**config.mk**
```make
export PLATFORM = sky130hd
export DESIGN_NAME = sorted_stream_merger
export DESIGN_NICKNAME = d
export VERILOG_FILES = /design/src/rtl/sorted_stream_merger_pkg.sv /design/src/rtl/sorted_stream_merger_out_slice.sv /design/src/rtl/sorted_stream_merger.sv
export SDC_FILE = /design/constraint.sdc
export NUM_CORES = 1
export LEC_CHECK = 0
export BUFFER_PORTS_ARGS = -buffer_cell sky130_fd_sc_hd__buf_4
export CORE_UTILIZATION = 49
export CTS_CLUSTER_DIAMETER = 60
export DETAILED_ROUTE_END_ITERATION = 8
export GPL_TIMING_DRIVEN = 1
export PLACE_DENSITY = 0.71
export SYNTH_ARGS = -nofsm -noshare
export SYNTH_HDL_FRONTEND = slang
export SYNTH_SLANG_ARGS = --single-unit
```
**constraint.sdc**
```tcl
create_clock -name clk -period 9.6 [get_ports clk]
set_clock_uncertainty 0.2 [all_clocks]
set_input_delay 0.48 -clock clk [delete_from_list [all_inputs] [get_ports clk]]
set_output_delay 0.48 -clock clk [all_outputs]
set_load 0.005 [all_outputs]
```
**src/rtl/sorted_stream_merger_pkg.sv**
```systemverilog
// Shared types and defaults for the sorted stream merger.
//   merge_state_t : merge controller states
//   DATA_W_DEF    : default element width
//   CNT_W_DEF     : default element counter width
//   elem_t        : element type at the default width
package merge_pkg;

   localparam int DATA_W_DEF = 32;
   localparam int CNT_W_DEF  = 16;

   typedef logic [DATA_W_DEF-1:0] elem_t;

   typedef enum logic [1:0] {
      S_MERGE   = 2'd0,
      S_DRAIN_A = 2'd1,
      S_DRAIN_B = 2'd2
   } merge_state_t;

   // Stable-merge selection: A wins ties so equal keys keep A-before-B order.
   function automatic logic pick_a(input elem_t a, input elem_t b);
      return (a <= b);
   endfunction

endpackage

```
**src/rtl/sorted_stream_merger_out_slice.sv**
```systemverilog
// Single-stage output register for the merged stream.
//   clk, rst   : clock, async active-high reset
//   in_push    : an input element is being accepted this cycle
//   in_data    : element to load
//   in_last    : element closes the merged frame
//   out_ready  : downstream accepts
//   load       : register can take a new element (empty or draining)
//   out_valid, out_data, out_last : registered output stream
module merge_out_slice import merge_pkg::*; #(
   parameter int DATA_W = DATA_W_DEF
) (
   input  logic              clk,
   input  logic              rst,
   input  logic              in_push,
   input  logic [DATA_W-1:0] in_data,
   input  logic              in_last,
   input  logic              out_ready,
   output logic              load,
   output logic              out_valid,
   output logic [DATA_W-1:0] out_data,
   output logic              out_last
);

   // Depends only on registered out_valid and out_ready, so out_valid itself
   // never sees a combinational path from out_ready.
   assign load = !out_valid || out_ready;

   always_ff @(posedge clk or posedge rst) begin
      if (rst) begin
         out_valid <= 1'b0;
         out_data  <= '0;
         out_last  <= 1'b0;
      end else if (load) begin
         out_valid <= in_push;
         out_last  <= in_push && in_last;
         if (in_push) begin
            out_data <= in_data;
         end
      end
   end

endmodule

```
**src/rtl/sorted_stream_merger.sv**
```systemverilog
// Merges two ascending-sorted frames (streams A and B) into one ascending
// frame on a valid/ready output, one element per cycle at most.
//   clk, rst                          : clock, async active-high reset
//   a_valid, a_data, a_last, a_ready  : input stream A
//   b_valid, b_data, b_last, b_ready  : input stream B
//   out_valid, out_data, out_last     : merged output stream
//   out_ready                         : downstream accepts
//   elem_count                        : elements emitted in current frame
//   busy                              : frame in progress
//   sort_err                          : sticky, an input went out of order
//
// state     | meaning
// S_MERGE   | both streams open, pick the smaller head (ties to A)
// S_DRAIN_A | B finished, pass A through until its last element
// S_DRAIN_B | A finished, pass B through until its last element
module sorted_stream_merger import merge_pkg::*; #(
   parameter int DATA_W = DATA_W_DEF,
   parameter int CNT_W  = CNT_W_DEF
) (
   input  logic              clk,
   input  logic              rst,
   input  logic              a_valid,
   input  logic [DATA_W-1:0] a_data,
   input  logic              a_last,
   output logic              a_ready,
   input  logic              b_valid,
   input  logic [DATA_W-1:0] b_data,
   input  logic              b_last,
   output logic              b_ready,
   output logic              out_valid,
   output logic [DATA_W-1:0] out_data,
   output logic              out_last,
   input  logic              out_ready,
   output logic [CNT_W-1:0]  elem_count,
   output logic              busy,
   output logic              sort_err
);

   merge_state_t      state;
   logic              load;
   logic              sel_a;
   logic              push;
   logic              push_last;
   logic [DATA_W-1:0] push_data;
   logic              out_hs;
   logic              clr_pending;
   logic [DATA_W-1:0] prev_a;
   logic [DATA_W-1:0] prev_b;
   logic              prev_a_vld;
   logic              prev_b_vld;

   assign sel_a = (a_data <= b_data);

   always_comb begin
      a_ready = 1'b0;
      b_ready = 1'b0;
      case (state)
         S_MERGE: begin
            // Only commit when both heads are visible; never guess on one side.
            if (load && a_valid && b_valid) begin
               a_ready = sel_a;
               b_ready = !sel_a;
            end
         end
         S_DRAIN_A: a_ready = load && a_valid;
         S_DRAIN_B: b_ready = load && b_valid;
         default: begin
            a_ready = 1'b0;
            b_ready = 1'b0;
         end
      endcase
   end

   assign push      = a_ready || b_ready;
   assign push_data = a_ready ? a_data : b_data;
   // The merged frame ends with whichever stream finishes second, which is
   // always the one being drained.
   assign push_last = ((state == S_DRAIN_A) && a_ready && a_last) ||
                      ((state == S_DRAIN_B) && b_ready && b_last);

   merge_out_slice #(
      .DATA_W (DATA_W)
   ) u_out_slice (
      .clk       (clk),
      .rst       (rst),
      .in_push   (push),
      .in_data   (push_data),
      .in_last   (push_last),
      .out_ready (out_ready),
      .load      (load),
      .out_valid (out_valid),
      .out_data  (out_data),
      .out_last  (out_last)
   );

   always_ff @(posedge clk or posedge rst) begin
      if (rst) begin
         state <= S_MERGE;
      end else begin
         case (state)
            S_MERGE: begin
               if (a_ready && a_last) begin
                  state <= S_DRAIN_B;
               end else if (b_ready && b_last) begin
                  state <= S_DRAIN_A;
               end
            end
            S_DRAIN_A: begin
               if (a_ready && a_last) begin
                  state <= S_MERGE;
               end
            end
            S_DRAIN_B: begin
               if (b_ready && b_last) begin
                  state <= S_MERGE;
               end
            end
            default: state <= S_MERGE;
         endcase
      end
   end

   assign out_hs = out_valid && out_ready;

   // The count shows the full frame size for one cycle after the closing
   // handshake, then clears. A first element of the next frame handshaking in
   // that same cycle restarts the count at one.
   always_ff @(posedge clk or posedge rst) begin
      if (rst) begin
         elem_count  <= '0;
         clr_pending <= 1'b0;
      end else begin
         clr_pending <= out_hs && out_last;
         if (clr_pending) begin
            elem_count <= out_hs ? CNT_W'(1) : '0;
         end else if (out_hs && (elem_count != {CNT_W{1'b1}})) begin
            elem_count <= elem_count + CNT_W'(1);
         end
      end
   end

   // Order check is per stream and per frame: the previous-value flag drops
   // on the stream's last element so a new frame may start low.
   always_ff @(posedge clk or posedge rst) begin
      if (rst) begin
         prev_a     <= '0;
         prev_b     <= '0;
         prev_a_vld <= 1'b0;
         prev_b_vld <= 1'b0;
         sort_err   <= 1'b0;
      end else begin
         if (a_ready) begin
            if (prev_a_vld && (a_data < prev_a)) begin
               sort_err <= 1'b1;
            end
            prev_a     <= a_data;
            prev_a_vld <= !a_last;
         end
         if (b_ready) begin
            if (prev_b_vld && (b_data < prev_b)) begin
               sort_err <= 1'b1;
            end
            prev_b     <= b_data;
            prev_b_vld <= !b_last;
         end
      end
   end

   assign busy = (state != S_MERGE) || out_valid || (elem_count != '0);

endmodule

```
## Yosys cells after proc, flatten, opt, wreduce, memory -nomap -nowiden

Cells that the tools add are included.
Widths: inputs -> output; s select.

| operators by class | value |
|---|---|
| add/subtract/negate cells | 1 |
| magnitude comparators | 3 |
| equality and inequality tests | 6 |
| multiplexer cells | 17 |
| reduce and logical (&&, ||, !) cells | 30 |

Operator list:

| cell | count |
|---|---|
| $lt 32x32->1 | 2 |
| $le 32x32->1 | 1 |
| $mux 16 | 2 |
| $mux 32 | 1 |
| $add 16x1->16 const B | 1 |
| $ne 16x16->1 const B | 1 |
| $reduce_bool 16->1 | 1 |
| $logic_and 1x1->1 | 15 |
| $mux 2 | 4 |
| $mux 1 | 7 |
| $pmux 2 s3 | 1 |
| $logic_or 1x1->1 | 5 |
| $logic_not 1->1 | 4 |
| $ne 2x1->1 const B | 2 |
| $pmux 1 s2 | 2 |
| $reduce_bool 2->1 | 2 |
| $ne 3x3->1 const B | 1 |
| $reduce_and 3->1 | 1 |
| $eq 2x1->1 const B | 1 |
| $eq 2x2->1 const B | 1 |
| $logic_not 2->1 | 1 |
| $reduce_and 2->1 | 1 |

| storage, ports and cells | value |
|---|---|
| register bits | 120 |
| input port bits | 71 |
| logic and storage cells | 68 |

## Depth between registers and ports, before layout

| logic depth | value |
|---|---|
| depth in word-level cells | 10 |
| gate-level depth with buffers | 12 |

## By module

Synthesis repeated with hierarchy kept, for this count alone.

| unflattened totals | value |
|---|---|
| cell total of the unflattened synthesis | 741 |
| area total of the unflattened synthesis | 7,480.9 um^2 |

By module, submodules not included:

| module | times used | cells an instance | area an instance (um^2) |
|---|---|---|---|
| sorted_stream_merger | 1 | 665 | 6,047.0 |
| merge_out_slice | 1 | 76 | 1,433.9 |

## Least setup slack after synthesis

No wires, ideal clock.

| path | value |
|---|---|
| path kind | input -> output |
| from | in b_data[14] |
| to | out a_ready |
| data arrival time | 2.274 ns |
| path slack | 6.646 ns |
| stages | 11 |
| buffers on the path | 2 |
| cell sequence | inv_1 -> ha_1 -> a21oi_1 -> nand2_1 -> a221o_1 -> o31ai_1 -> a31o_2 -> nand2_2 -> buf_6 -> buf_2 -> inv_1 |

| between the ends | value |
|---|---|
| word-level cells in the longest chain between the ends | 3 |

Ends and longest elaborated chain:

| item | line | source |
|---|---|---|
| start, declared | sorted_stream_merger.sv:27 | `input logic [DATA_W-1:0] b_data,` |
| $le 32x32->1 | sorted_stream_merger.sv:52 | `assign sel_a = (a_data <= b_data);` |
| $mux 1 | sorted_stream_merger.sv:60 | `if (load && a_valid && b_valid) begin` |
| $pmux 1 s2 | sorted_stream_merger.sv:57 | `case (state)` |
| end, declared | sorted_stream_merger.sv:25 | `output logic a_ready,` |

Every way passes these cells.

## Final worst setup path

Same ends and word-level chain as after synthesis.

==> impl_metrics.json <==
{
  "outcome": "finished with violations",
  "violations": "hold timing",
  "r2r-start": "u_out_slice.out_valid",
  "ant_nets": 0,
  "vias": 5917,
  "path_clk_slew_ns": 0.05,
  "worst-path-buf-inv": 5,
  "cts_root_buf": "clkbuf_16",
  "drv_slew": 0,
  "gp_congestion": 0.830,
  "p_total_mw": 2.46,
  "syn_nets": 940,
  "synthTopCellsByCount": "120 x dfrtp_1, 102 x inv_1, 96 x ha_1",
  "power.leakage_nw": 4.48,
  "fin_crit_sh": 0.432,
  "ctsHoldBuffers": 0,
  "rsz0062_at_grt": "no",
  "synthFlopType": "dfrtp_1",
  "yosys.area.top_type": "dfrtp_1",
  "critPathLaunch": "b_data[14]",
  "netlist.area_leader.share": 0.409,
  "synth-warning-count": 0,
  "cpMostUsedCell": "buf_4",
  "p_sw_mw": 0.827,
  "grt_max_degree": 65,
  "synth_area_leaders": "dfrtp_1 41%, ha_1 16%, inv_1 5.2%, a21oi_1 4.4%, mux2_2 4.0%",
  "dp_cells": 1061,
  "overflow": 0,
  "io_pins": 125,
  "finalHoldViolCount": 18,
  "antenna_cells": 0,
  "pwr-share-clk": 0.258,
  "synth.avg_cell_area_um2": 9.49,
  "critPathMaxFanout": 35,
  "cts_resized": 0,
  "dieArea_um2": 15500,
  "finalNonFillerCells": 1093,
  "ctsLongestPathBuffers": 2,
  "start_util": 0.503,
  "final_nets": 1063,
  "fin_hold_ws_ns": -0.0206,
  "cp_slowest_stage_delay_ns": 0.59,
  "fmax_mhz": 241,
  "critPathCaptureType": "primary output",
  "wirelength_um": 16900,
  "grt_pass1_vias": 5573,
  "port_buffers": 124,
  "numCtsBuffers": 17,
  "rows": 44,
  "drt-initial-drc-count": 418,
  "firstDrtPassIters": 5,
  "cts_tree": "built",
  "worstPathArrival_ns": 3.46,
  "path_delay_family": "compound AO/OA/AOI/OAI gates",
  "peakVddDrop_uv": 129,
  "yosysSeqAreaShare": 0.409,
  "clk_latency_ns": 0.41,
  "drc": 0,
  "grt_antenna_before_repair": 0,
  "drive_gt1_frac": 0.217,
  "ys_ff_latch": 120,
  "fillCellCount": 1287,
  "p_comb_frac": 0.396,
  "track_usage": 0.229,
  "cts_htree_levels": 4,
  "synthArstFlopShare": 1.00,
  "finalSetupTns_ns": 0,
  "p_int_mw": 1.64,
  "grt_pass1_wl_um": 28200,
  "syn_area_um2": 7340,
  "synth_cell_types": 56,
  "crit_chain": "buf_4, inv_1, ha_1, nand4_1, a2111oi_0, o31ai_1, a31o_2, nand2_2, buf_4, inv_1, buf_4",
  "synthMostInstantiatedCell": "dfrtp_1",
  "power.density_nw_per_um2": 273,
  "seqPwrFrac": 0.346,
  "hpwlAfterDp_um": 12300,
  "crit_path_start_kind": "input port",
  "setup_violations": 0,
  "min_path_type": "in -> async",
  "vias_per_cell": 5.41,
  "slowest_stage": "nand2_2",
  "cts_setup_buffers": 0,
  "period_minus_slack_ns": 4.14,
  "synth_cells": 773,
  "post-place-ws_ns": 5.46,
  "die_x_um": 124,
  "fin_ws_ns": 5.46,
  "core_region_area_um2": 14600,
  "swShare": 0.336,
  "required_ns": 8.92,
  "worst_pin_slew_ns": 0.841,
  "post_drt_wl_per_cell_um": 15.5,
  "synth_edf_count": 0,
  "crit_type": "in -> out",
  "relSlewSlack": 0.438,
  "die_y_um": 124,
  "maxCapViolCount": 0,
  "area_growth_pct": 22.8,
  "clkSinkCount": 120
}
[layer usage]
layer / part of all wire / GRT usage / wire (um)
met2: 0.46 / 0.341 / 7790
met4: 0.014 / 0.0858 / 242
met5: 0 / 0 / 0
met1: 0.49 / 0.331 / 8320
met3: 0.034 / 0.0408 / 577
[power groups by stage]
stage / combinational [mW] / sequential, mW / clock [mW]
3_5_place_dp: 0.972 / 0.858 / 0
5_1_grt: 1.10 / 0.879 / 0.675
6_report: 0.976 / 0.851 / 0.636
2_1_floorplan: 0.661 / 0.829 / 0
3_3_place_gp: 0.953 / 0.854 / 0
4_1_cts: 0.982 / 0.852 / 0.651
[worst register-to-register path: stages (launching register included)]
cell	delay [ns]
dfrtp_1	0.42
nor2b_1	0.23
or4b_1	0.56
a31oi_1	0.16
o311ai_0	0.14
and3_1	0.26
inv_2	0.41
buf_4	0.60
a21oi_1	0.15
a311oi_1	0.26
[state kept, by name (all words and copies together), names as in the netlist]
signal and cells:
u_out_slice.out_data 32, prev_a_vld 1, elem_count 16, prev_b_vld 1, u_out_slice.out_last 1, sort_err 1, state 2, prev_b 32
clr_pending 1, u_out_slice.out_valid 1, prev_a 32
[per-stage QoR]
stage	util	area (um^2)	hold slack, ns
3_3_place_gp	0.577	8410	0.251
6_report	0.617	9010	-0.0206
4_1_cts	0.617	9010	0.00709
5_1_grt	0.617	9010	0.0426
3_5_place_dp	0.577	8410	0.263
2_1_floorplan	-	7340	0.238
[logic make-up after synthesis]
| group | count (synthesis) | share of synthesized area |
|---|---|---|
| adders and majority gates | 96 | 0.164 |
| xor gates and xnor gates | 11 | 0.0131 |
| DFF | 120 | 0.409 |
| AOI/OAI and AO/OA | 200 | 0.168 |
| buffers and inverters | 127 | 0.0703 |
| and+or+nand+nor | 186 | 0.122 |
| muxes | 33 | 0.0536 |
[area by class of cell]
type / count / area [um^2] / share of cell area
clock buffer: 24 / 502 / 0.0557
clock inverter: 8 / 92.6 / 0.0103
inverter: 103 / 389 / 0.0432
multi-input combinational: 526 / 3830 / 0.425
sequential: 120 / 3000 / 0.333
tap: 184 / 230 / 0.0256
timing repair buffer: 128 / 961 / 0.107
[layout by cell type (no fill, tap or decap), types with 3 or more instances in the layout]
| cell | netlist | final |
|---|---|---|
| a21oi_1 | 64 | 64 |
| buf_4 | 0 | 128 |
| inv_1 | 102 | 101 |
| o21a_1 | 36 | 36 |
| o2111ai_1 | 3 | 3 |
| clkbuf_16 | 0 | 17 |
| and4_1 | 3 | 3 |
| and3_1 | 4 | 4 |
| o31ai_1 | 3 | 3 |
| mux2_2 | 26 | 26 |
| a211o_1 | 3 | 3 |
| nand3_1 | 12 | 12 |
| clkbuf_8 | 0 | 5 |
| ha_1 | 96 | 96 |
| nand2_1 | 52 | 52 |
| a21o_1 | 17 | 17 |
| a31oi_1 | 4 | 4 |
| and2_1 | 4 | 4 |
| o21ai_0 | 48 | 48 |
| or3_1 | 5 | 5 |
| clkinv_2 | 0 | 5 |
| xnor2_1 | 5 | 5 |
| nand4_1 | 24 | 24 |
| nor3_1 | 8 | 8 |
| nor2_1 | 57 | 57 |
| xor2_1 | 6 | 6 |
| o211ai_1 | 3 | 3 |
| dfrtp_1 | 120 | 120 |
| mux2_4 | 6 | 6 |
| nor2b_1 | 5 | 5 |
[final timing paths]
| check | end | slack (ns) | cells past startpoint |
|---|---|---|---|
| hold / removal | clr_pending | -0.02 | 2 |
| setup reg to reg | state[0] | 6.11 | 9 |
| setup / recovery | a_ready | 5.46 | 11 |
| max in group asynchronous | u_out_slice.out_data[21] | 7.91 | 3 |
| hold reg to reg | prev_b[0] | 0.27 | 2 |
| min in group clk | prev_a_vld | 0.07 | 2 |
Power figures use the tool's default switching activity.
